[src/rtl/enum_coef_streamer.sv]
// Coefficient bank that streams TAPS words, highest address first, into a FIR coefficient
// shift register. Define COEF_STREAM_READBACK_EN to add the rd_addr/rd_data readback port.
module enum_coef_streamer #(
  parameter int TAPS       = 100,
  parameter int COEF_WIDTH = 12,
  parameter int ADDR_WIDTH = 7
) (
  input  logic                  clk,
  input  logic                  nGrst,
  input  logic                  rstn,
  input  logic                  clkEn,
  input  logic                  wr_en,
  input  logic [ADDR_WIDTH-1:0] wr_addr,
  input  logic [COEF_WIDTH-1:0] wr_data,
  input  logic                  start,
`ifdef COEF_STREAM_READBACK_EN
  input  logic [ADDR_WIDTH-1:0] rd_addr,
  output logic [COEF_WIDTH-1:0] rd_data,
`endif
  output logic                  busy,
  output logic                  done,
  output logic                  err,
  output logic [COEF_WIDTH-1:0] coefo,
  output logic                  coefo_valid
);

  if ((1 << ADDR_WIDTH) < TAPS) begin : g_bad_addr_width
    $error("ADDR_WIDTH cannot address TAPS coefficients");
  end

  typedef enum logic [1:0] {IDLE, STREAM, DONE} state_t;

  localparam logic [ADDR_WIDTH-1:0] LAST = ADDR_WIDTH'(TAPS - 1);

  state_t                state;
  logic [ADDR_WIDTH-1:0] idx;
  logic [COEF_WIDTH-1:0] bank [TAPS];

  always_ff @(posedge clk or negedge nGrst) begin
    if (!nGrst) begin
      state       <= IDLE;
      idx         <= '0;
      busy        <= 1'b0;
      done        <= 1'b0;
      err         <= 1'b0;
      coefo       <= '0;
      coefo_valid <= 1'b0;
      for (int i = 0; i < TAPS; i++) bank[i] <= '0;
`ifdef COEF_STREAM_READBACK_EN
      rd_data     <= '0;
`endif
    end else if (clkEn) begin
      if (!rstn) begin
        state       <= IDLE;
        idx         <= '0;
        busy        <= 1'b0;
        done        <= 1'b0;
        err         <= 1'b0;
        coefo       <= '0;
        coefo_valid <= 1'b0;
        for (int i = 0; i < TAPS; i++) bank[i] <= '0;
`ifdef COEF_STREAM_READBACK_EN
        rd_data     <= '0;
`endif
      end else begin
        done        <= 1'b0;
        coefo_valid <= 1'b0;

        // The bank only changes in IDLE, so a running stream always sees a stable image.
        if (wr_en) begin
          if (state != IDLE || wr_addr > LAST) err <= 1'b1;
          else                                 bank[wr_addr] <= wr_data;
        end

`ifdef COEF_STREAM_READBACK_EN
        rd_data <= (rd_addr <= LAST) ? bank[rd_addr] : '0;
`endif

        case (state)
          IDLE: begin
            if (start) begin
              state <= STREAM;
              idx   <= LAST;
              busy  <= 1'b1;
            end
          end
          STREAM: begin
            coefo       <= bank[idx];
            coefo_valid <= 1'b1;
            if (start) err <= 1'b1;
            if (idx == '0) state <= DONE;
            else           idx   <= idx - ADDR_WIDTH'(1);
          end
          DONE: begin
            done  <= 1'b1;
            busy  <= 1'b0;
            state <= IDLE;
          end
          default: state <= IDLE;
        endcase
      end
    end
  end

endmodule

[config.mk]
export PLATFORM = sky130hd
export DESIGN_NAME = enum_coef_streamer
export DESIGN_NICKNAME = d
export VERILOG_FILES = /design/src/rtl/enum_coef_streamer.sv
export SDC_FILE = /design/constraint.sdc
export NUM_CORES = 2
export LEC_CHECK = 0
export BUFFER_PORTS_ARGS = -buffer_cell sky130_fd_sc_hd__buf_2
export CAP_MARGIN = 20
export CORE_UTILIZATION = 58
export CTS_BUF_LIST = sky130_fd_sc_hd__clkbuf_2 sky130_fd_sc_hd__clkbuf_4 sky130_fd_sc_hd__clkbuf_8
export DETAILED_ROUTE_END_ITERATION = 10
export GPL_ROUTABILITY_DRIVEN = 0
export PLACE_DENSITY = 0.76
export SLEW_MARGIN = 15
export SYNTH_ARGS = -nofsm -noshare
export SYNTH_HDL_FRONTEND = slang
export SYNTH_SLANG_ARGS = --single-unit
[constraint.sdc]
create_clock -name clk -period 3.9 [get_ports clk]
set_input_delay 0.585 -clock clk [delete_from_list [all_inputs] [get_ports clk]]
set_output_delay 0.585 -clock clk [all_outputs]
set_load 0.02 [all_outputs]
* Word level (Yosys, flattened, before mapping) *
Cells that the tools add are included.

cells by class
  reduce and logical (&&, ||, !) cells = 10
  $lt $le $gt $ge = 4
  equal/unequal tests = 10
  add/subtract/negate cells = 1
  multiplexer cells = 31
  bitwise gates (word level) = 2

operators with widths
  operator             number
  $mux 1200            3
  $bwmux 1200          1
  $bmux 12 s7          1
  $demux 12 s7         1
  $mux 12              5
  $mux 7               3
  $ge 8x8->1 const B   2
  $not 7->8            2
  $pmux 7 s2           1
  $mux 1               11
  $ne 3x3->1 const B   3
  $reduce_and 3->1     3
  $lt 8x1->1 const B   1
  $gt 7x7->1 const B   1
  $logic_not 7->1      1
  $sub 7x1->7 const B  1
  $mux 2               3
  $ne 3x1->1 const B   2
  $ne 2x1->1 const B   2
  $pmux 2 s2           1
  $reduce_and 4->1     1
  $eq 2x1->1 const B   1
  $eq 2x2->1 const B   1
  $logic_not 2->1      1
  other kinds (6)      6

storage, ports and cells
  output and inout bits = 16
  register bits after elaboration = 1225

* Longest topological paths before layout *
  depth after elaboration = 9
  depth in mapped cells = 13

* Least setup slack after synthesis *
OpenSTA, ideal clock, no wires.

  path kind = register to register
  from = reg idx[0]
  to = reg idx[4]
  library setup time = 118 ps
  data arrival time = 2394 ps
  path slack = 1388 ps
  required time = 3782 ps
  clock period less this slack = 2512 ps
  cell stages (with the launch flop) = 13
  cells stage by stage = dfrtp_1 -> buf_4 -> buf_2 -> inv_1 -> buf_2 -> clkbuf_1 -> ha_1 -> nand2b_1 -> or4_1 -> nand2b_1 -> or3_1 -> xor2_1 -> nor2_1

on the way
  cells in the longest elaborated chain, start to end = 4

RTL lines
  element                   line  RTL
  start: declaration        36    logic [ADDR_WIDTH-1:0] idx;
  start signal: assignment  92    else idx <= idx - ADDR_WIDTH'(1);
  $sub 7x1->7               92
  $mux 7                    91    if (idx == '0) state <= DONE;
  $pmux 7 s2                79    case (state)
  $mux 7                    53    if (!rstn) begin

Several ways; a longest one is shown, not always the timed one. The select of a mux whose other input is x is not followed.
A chain may end at the register's enable or synchronous reset.

* Worst setup path in the final report *
  from = reg idx[1]
  to = reg coefo[7]

on the way
  cells in the longest elaborated chain, start to end = 6

RTL lines
  element                                     line  RTL
  $not 7->8 (implied by the code)             88    coefo <= bank[idx];
  $bmux 12 s7                                 88
  $mux 12 (implied by the code) (2 in a row)  88
  $mux 12                                     79
  $mux 12                                     53
  end signal: assignment                      88
  end: declaration                            23    output logic [COEF_WIDTH-1:0] coefo,

No other way between the ends. The select of a mux whose other input is x is not followed.

==> reports/qor.yml <==
fin_skew_ns: 0.05362
finalNetCount: 4024
num_vias: 39340
ys_ff_latch: 1225
ant_nets: 0
hpwl_mm: 102.7
root_buffer: "clkbuf_8"
cp_num_buf_inv: 1
ys_warn_count: 0
fin_crit_sh_pct: 85.88
totalWireLength_mm: 168.0
hold_viol: 0
worstHoldStart: "rstn"
setup.worst_path.class: "register to register"
cts_buffer_depth: 3
die_h_um: 309.0
vias_per_cell: 7.292
fin_util_pct: 64.42
syn2layout_area_growth_pct: 9.997
endpoint_kind: "register"
r2r-end: "coefo[7]"
grt_max_degree: 163
overflow: 0
routedWlPerCell_um: 31.13
fin_area_um2: 60120
p_per_area_nw_per_um2: 508.8
nFillCells: 6861
h-tree-depth: 4
grt_usage_pct: 36.01
path_clk_slew_ns: 0.06
relSlewSlack_pct: 27.10
crit_chain: "buf_4 -> mux2i_1 -> a22oi_1 -> a21oi_1 -> a2111oi_0 -> nor2_1 -> a221oi_1"
num_rows: 112
dieArea_um2: 95470
cts_tree: "built"
r2r-start: "idx[1]"
critical_path_peak_fanout: 24
place_area_um2: 55960
clk_latency_ns: 0.89
netlist_area_um2: 54660
setup_viol: 0
critical_path_required_ns: 4.67
postCtsSetupBuffers: 0
startpoint: "idx[1]"
synth_cell_types: 64
holdPathEnd: "busy"
multi_input_area_um2: 21610
fin_crit_ns: 3.349
numPortBuffers: 40
synth_edf_count: 0
antenna_found_initial: 5
leakagePower_nw: 25.20
grt_pass1_vias: 39680
cap_violations: 0
core-area_um2: 93330
grt_setup_unrepaired: "no"
start_kind: "register"
postCtsHoldBufs: 1
first_pass_iters: 5
avgSynthCellArea_um2: 13.51
cp.arrival_ns: 4.12
cts_sinks: 1225
critPathMaxStageDelay_ns: 0.91
fin_setup_tns_ns: 0
ir_drop_uv: 344.8
grt_pass1_wl_mm: 257.5
rr_worst_depth: 7
synth_ff_type: "dfrtp_1"
status: "completed"
netlist_instances: 4046
crit_slowest_cell: "a2111oi_0"
drc: 0
fp.dieW_um: 309.0
drive_gt1_share_pct: 19.90
initial_core_util_pct: 58.56
io_pins: 41
regArea_um2: 30670
cts_buffers: 194
synth.yosys.seq_area_share_pct: 56.09
async_flop_share_pct: 100.0
max_freq_mhz: 298.6
syn_nets: 4072
critPathTopFamily: "compound AO/OA/AOI/OAI gates"
slew_violations: 0
post_cts_resized: 0
hold_class: "input pin to register"
regToRegSetupSlack_ns: 0.55
hold_depth: 3
worst_slew_pin_slew_ns: 1.090
final_common_cell: "dfrtp_1"
final_cell_mix: "dfrtp_1 (1221), o2bb2ai_1 (1200), clkbuf_8 (248)"
drtIter0Drc: 4881
-- synthesized netlist by cell type (all sizes together), types with 5 or more instances --
cell	instances	area share [%]
dfrtp	1225	56
o2bb2ai	1200	19
buf	306	3.3
mux4	208	8.6
mux2i	190	3.5
clkbuf	172	1.2
nand2	167	1.3
a21o	100	1.4
o22ai	59	0.68
a22oi	58	0.80
a21oi	54	0.49
nand3	42	0.38
nor2	42	0.29
nor3	33	0.30
a221oi	29	0.46
o21ai	28	0.26
a211oi	16	0.22
mux2	12	0.25
and2	11	0.13
nand2b	10	0.11
inv	8	0.055
and3	6	0.069
o221ai	6	0.096
nand3b	5	0.069
nor2b	5	0.057
o211ai	5	0.069
-- worst min-delay path, cell delays in order --
cell     delay [ns]
buf_4          0.18
nand2_1        0.08
o21ai_0        0.07
-- power by group --
group          internal [mW]  total, mW  switching (mW)
Combinational           1.77       5.68            3.90
Sequential              12.8       13.2           0.417
Clock                   6.50       11.7            5.17
-- flip-flops by register name, indices dropped and copies added, names as in the netlist --
name / count
done: 1
err: 1
bank: 1200
state: 2
idx: 7
busy: 1
coefo_valid: 1
coefo: 12
-- area by class of cell --
class                      instances  area share [%]
antenna                            5         0.02081
clock buffer                     307           6.414
clock inverter                    27          0.4703
inverter                           9         0.05619
multi-input combinational       2334           35.94
sequential                      1225           51.01
tap                             1254           2.610
timing repair buffer             234           3.476
-- how the worst max path moves through the flow --
stage | endpoint | cells past startpoint
after floorplan | idx[4] | 12
after global placement | coefo[7] | 7
after detailed placement | coefo[7] | 7
after CTS | coefo[7] | 7
after global routing | coefo[7] | 7
final | coefo[7] | 7
-- cell families (layout without fill, tap and decap cells) --
family / after synthesis / in the layout / share of synthesized area [%]
mux: 410 / 410 / 12.30
flops: 1225 / 1225 / 56.09
compound gates: 1576 / 1576 / 24.01
buf+inv: 487 / 577 / 4.517
simple gates: 344 / 344 / 3.015
fa+ha+maj: 1 / 1 / 0.02289
xor+xnor: 3 / 3 / 0.04808
other cells: 0 / 5 / 0
-- metal layers --
layer | vias up | wire length, µm | GRT usage (%)
met5 | - | 190 | 0.6572
met4 | 10 | 8508 | 17.79
met3 | 478 | 21510 | 12.18
met2 | 2515 | 70370 | 48.67
met1 | 20370 | 67390 | 51.96
li1 | 15970 | - | -
-- metrics by stage --
stage	setup slack [ns]	power, mW	cells	hold WS, ns
floorplan	1.388	16.76	4046	0.2894
global placement	0.7018	18.87	5055	0.4650
detailed placement	0.6721	18.89	5055	0.4681
CTS	0.6579	30.42	5390	0.06695
global route	0.4980	31.38	5391	0.1139
finish	0.5508	30.59	5395	0.1286
Power figures use the tool's default switching activity.
